File: config.mk
export PLATFORM = sky130hd
export DESIGN_NAME = cache_fill_fsm
export DESIGN_NICKNAME = d
export VERILOG_FILES = /design/src/rtl/cache_fill_fsm.sv
export SDC_FILE = /design/constraint.sdc
export NUM_CORES = 1
export LEC_CHECK = 0
export BUFFER_PORTS_ARGS = -buffer_cell sky130_fd_sc_hd__clkbuf_2
export CAP_MARGIN = 15
export CORE_ASPECT_RATIO = 0.75
export CORE_MARGIN = 2
export CORE_UTILIZATION = 41
export DETAILED_ROUTE_END_ITERATION = 10
export PLACE_DENSITY = 0.76
export SYNTH_ARGS = -nofsm -noshare
export SYNTH_HDL_FRONTEND = slang
export SYNTH_SLANG_ARGS = --single-unit
File: constraint.sdc
create_clock -name clk -period 1.67 [get_ports clk]
set_clock_uncertainty 0.2 [all_clocks]
set_input_delay 0.334 -clock clk [delete_from_list [all_inputs] [get_ports clk]]
set_output_delay 0.334 -clock clk [all_outputs]
set_load 0.01 [all_outputs]
File: src/rtl/cache_fill_fsm.sv
// Cache line fill controller: on a miss it issues eight pipelined word reads
// for the aligned 16-byte block, writes each returned word into the data
// array in arrival order, and writes the tag with the eighth word.
module cache_fill_fsm (
  input  logic        clk,
  input  logic        rst_n,
  input  logic        miss_detected,
  input  logic [15:0] miss_address,
  input  logic        memory_data_valid,
  input  logic [15:0] memory_data,
  output logic        fsm_busy,
  output logic        mem_read_en,
  output logic [15:0] memory_address,
  output logic        write_data_array,
  output logic [2:0]  fill_word_index,
  output logic [15:0] fill_data,
  output logic        write_tag_array
);

  typedef enum logic {
    IDLE = 1'b0,
    FILL = 1'b1
  } state_t;

  state_t      state_q, state_d;
  logic [15:0] base_q, base_d;
  logic [3:0]  req_cnt_q, req_cnt_d;
  logic [3:0]  rcv_cnt_q, rcv_cnt_d;

  // Next-state and output decode; every output defaults to 0 so IDLE is quiet.
  always_comb begin
    state_d          = state_q;
    base_d           = base_q;
    req_cnt_d        = req_cnt_q;
    rcv_cnt_d        = rcv_cnt_q;
    fsm_busy         = 1'b0;
    mem_read_en      = 1'b0;
    memory_address   = 16'h0000;
    write_data_array = 1'b0;
    fill_word_index  = 3'd0;
    fill_data        = 16'h0000;
    write_tag_array  = 1'b0;

    case (state_q)
      IDLE: begin
        // Returned words while idle are stale and deliberately dropped.
        if (miss_detected) begin
          state_d   = FILL;
          base_d    = {miss_address[15:4], 4'b0000};
          req_cnt_d = 4'd0;
          rcv_cnt_d = 4'd0;
        end
      end

      FILL: begin
        fsm_busy = 1'b1;
        // Request side: eight back-to-back reads, then hold at 8.
        if (req_cnt_q < 4'd8) begin
          mem_read_en    = 1'b1;
          memory_address = base_q + {12'h000, req_cnt_q[2:0], 1'b0};
          req_cnt_d      = req_cnt_q + 4'd1;
        end
        // Receive side: words arrive in request order; gaps just stall.
        if (memory_data_valid) begin
          write_data_array = 1'b1;
          fill_word_index  = rcv_cnt_q[2:0];
          fill_data        = memory_data;
          if (rcv_cnt_q == 4'd7) begin
            write_tag_array = 1'b1;
            state_d         = IDLE;
            req_cnt_d       = 4'd0;
            rcv_cnt_d       = 4'd0;
          end else begin
            rcv_cnt_d = rcv_cnt_q + 4'd1;
          end
        end
      end

      default: begin
        state_d = IDLE;
      end
    endcase
  end

  // State, base address and counters, with synchronous active-low reset.
  always_ff @(posedge clk) begin
    if (!rst_n) begin
      state_q   <= IDLE;
      base_q    <= 16'h0000;
      req_cnt_q <= 4'd0;
      rcv_cnt_q <= 4'd0;
    end else begin
      state_q   <= state_d;
      base_q    <= base_d;
      req_cnt_q <= req_cnt_d;
      rcv_cnt_q <= rcv_cnt_d;
    end
  end

endmodule

==> metrics.yaml <==
cts_made_buffers: 3
synth_top_family_by_area: "simple AND/OR/NAND/NOR gates"
dieArea_mm2: 0.00321
period_share_pct: 109
setup_ws_ns: -0.146
grt_pass1_vias: 1145
synth.top_cell.area_share_pct: 37.0
use_met2_pct: 33.5
gp_congestion: 0.860
hold_depth: 3
r2r_cells: 5
vdd_drop_max_v: 0.000567
max_freq_ghz: 0.551
yosysTopAreaCell: "dfxtp_1"
rsz0062_at_grt: "true"
grt_max_degree: 29
cts_hold_buf: 0
insertion_delay_ns: 0.27
place_ws_ns: 0.0721
met1_usage_pct: 25.1
cts.sinks: 21
cp_max_fo: 2
area_growth_pct: 76.6
fin_nets: 271
async_reset_ff_share_pct: 0
rows: 16
grt_util_met3_pct: 5.94
slowest_delay_ns: 0.36
routedWlPerCell_um: 14.2
slowest_stage: "dfxtp_2"
synth-compound-area-share_pct: 12.7
cts_root_buffer: "clkbuf_8"
drv_cap: 0
die_h_um: 49.6
synth-xor-area-share_pct: 0.772
cts_tree: "built"
end_kind: "output port"
htree_levels: 1
cp_top_family: "simple AND/OR/NAND/NOR gates"
busiest_layer: "met2"
place_area_mm2: 0.00158
dpl.hpwl_um: 2180
hold_path_end: "base_q[5]$_SDFFE_PN0P_"
worstPathArrival_ns: 1.28
cp-start-kind: "register"
synthFlopType: "dfxtp_1"
grt_usage_pct: 19.6
muxShareOfSynthArea_pct: 0
io_pins: 75
yosysWarningCount: 0
crit_buf_inv: 1
p_leak_uw: 0.000984
vias: 1353
finalHoldViolations: 0
first_pass_iters: 4
multi_input_area_um2: 756
wl_um: 3790
avgSynthCellArea_um2: 7.62
whs_ns: 0.0854
synth-edff-count: 0
synthSimpleGateAreaFrac_pct: 40.0
critPathRequiredTime_ns: 1.14
fill_cells: 186
r2r-start: "state_q$_SDFF_PN0_"
hp-class: "input port to register"
synthAdderAreaFrac_pct: 3.31
ff_latch_area_um2: 428
synth_nets: 188
rr_endpoint: "rcv_cnt_q[3]$_SDFFE_PN0P_"
clock_path_buffers: 2
drt-initial-drc-count: 49
final_layout_size_suffix_gt1_share_pct: 54.5
setup_viol: 30
routed_via_density: 5.07
power_density_mw_per_mm2: 582
initial_core_util_pct: 43.3
outcome: "finished, violations left"
drc_errors: 0
ys_seq_elements: 21
antenna_found_initial: 0
slew_viol_final: 0
antenna_left: 0
grt_pass1_wl_um: 5030
fin_crit_ns: 1.82
crit_chain: "ha_4 > and4b_1 > and2_4 > buf_6"
core_area_mm2: 0.00262
min_from: "miss_address[5]"
globalRouteOverflowTotal: 0
synth_cells: 149
power_uw: 1170
diodes: 0
yosysSeqAreaShare_pct: 37.0
violations: "negative setup slack"
dieWidth_um: 64.8
synth.lib_cells_used.distinct: 31
ff2ff_setup_slack_ns: 0.03
netlist_area_mm2: 0.00113
synthTopCellsByArea: "dfxtp_1, and3_1, nand2_1, and2_1, a21oi_1"
criticalPathCategory: "register to output port"
layoutNonFillerInstCount: 267
final_area_mm2: 0.00200
dp.cells: 257
portBuffers: 69
clk_pin_slew_worst_paths_ns: 0.08
[cells by family (layout without fill, tap and decap cells)]
logic type	Yosys count	count (layout)
DFF	21	21
xor gates and xnor gates	1	1
AOI/OAI and AO/OA	23	23
buffers and inverters	14	96
other	1	1
adders and majority gates	3	3
and+or+nand+nor	86	86
[cells in the mapped netlist (2+ instances only)]
cell type	count
and2_1	16
a21oi_1	14
nand2_1	30
buf_2	2
nand3_1	7
nor2b_1	3
dfxtp_1	21
ha_1	3
buf_4	3
nor3_1	3
inv_1	3
nor2_1	2
and3_1	19
a211oi_1	2
clkbuf_1	5
[worst max path at each step]
stage                     cells after the start                       from                  to
after floorplan                               3         state_q$_SDFF_PN0_  memory_address[10]
after global placement                        4  rcv_cnt_q[0]$_SDFFE_PN0P_     write_tag_array
after detailed placement                      4  rcv_cnt_q[1]$_SDFFE_PN0P_     write_tag_array
after CTS                                     4  rcv_cnt_q[0]$_SDFFE_PN0P_     write_tag_array
after global routing                          4  rcv_cnt_q[1]$_SDFFE_PN0P_     write_tag_array
final                                         4  rcv_cnt_q[1]$_SDFFE_PN0P_     write_tag_array
[per-stage QoR]
stage | utilization (%) | TNS (ns)
finish | 76.4 | -1.46
global route | 76.4 | -2.99
CTS | 65.1 | -1.11
detailed placement | 60.4 | 0
global placement | 60.4 | 0
floorplan | - | 0
[repair_timing]
item / 4_1_cts / 5_1_grt
endpoints found under the setup margin: 17 / 36
gates resized for setup: 21 / 85
pin swaps: 10 / 8
buffers inserted: 2 / 2
cloned: 1 / 2
[where the power goes]
part	total [µW]	internal [µW]	switching (µW)	leakage (µW)
registers	537	522	15.0	0.000174
logic	286	154	133	0.000787
clock network	344	171	173	0.0000228
total	1170	846	321	0.000984
[worst register-to-register path: stages (launching register included)]
cell	delay, ns
dfxtp_2	0.35
buf_6	0.13
clkbuf_16	0.16
nand2_4	0.08
or4_1	0.50
a31oi_1	0.15
[layer usage]
layer,wire length (µm),share of wire (%)
met2,1930,51
met3,142,3.8
met5,0,0
met1,1680,44
met4,40,1.1
[cells in the final DEF (no fill, tap or decap), types with 7 or more instances in the layout]
| master | synthesis | routed |
|---|---|---|
| nand3_1 | 7 | 7 |
| and2_4 | 0 | 15 |
| buf_6 | 0 | 30 |
| and3_1 | 19 | 10 |
| and3_4 | 0 | 9 |
| a21oi_1 | 14 | 14 |
| clkbuf_2 | 0 | 32 |
| buf_4 | 3 | 12 |
| buf_2 | 2 | 11 |
| dfxtp_1 | 21 | 17 |
| nand2_1 | 30 | 30 |
[area by class of cell]
type / count / share of cell area, %
Clock buffer: 4 / 2.25
Inverter: 4 / 0.874
Multi-Input combinational cell: 114 / 37.7
Sequential cell: 21 / 21.3
Tap cell: 36 / 2.25
Timing Repair Buffer: 88 / 35.6
[flip-flops by register name, indices dropped and copies added, names as in the netlist]
signal,count
req_cnt_q,4
state_q,1
rcv_cnt_q,4
base_q,12
Note: power is estimated with default switching activity, not from simulation.
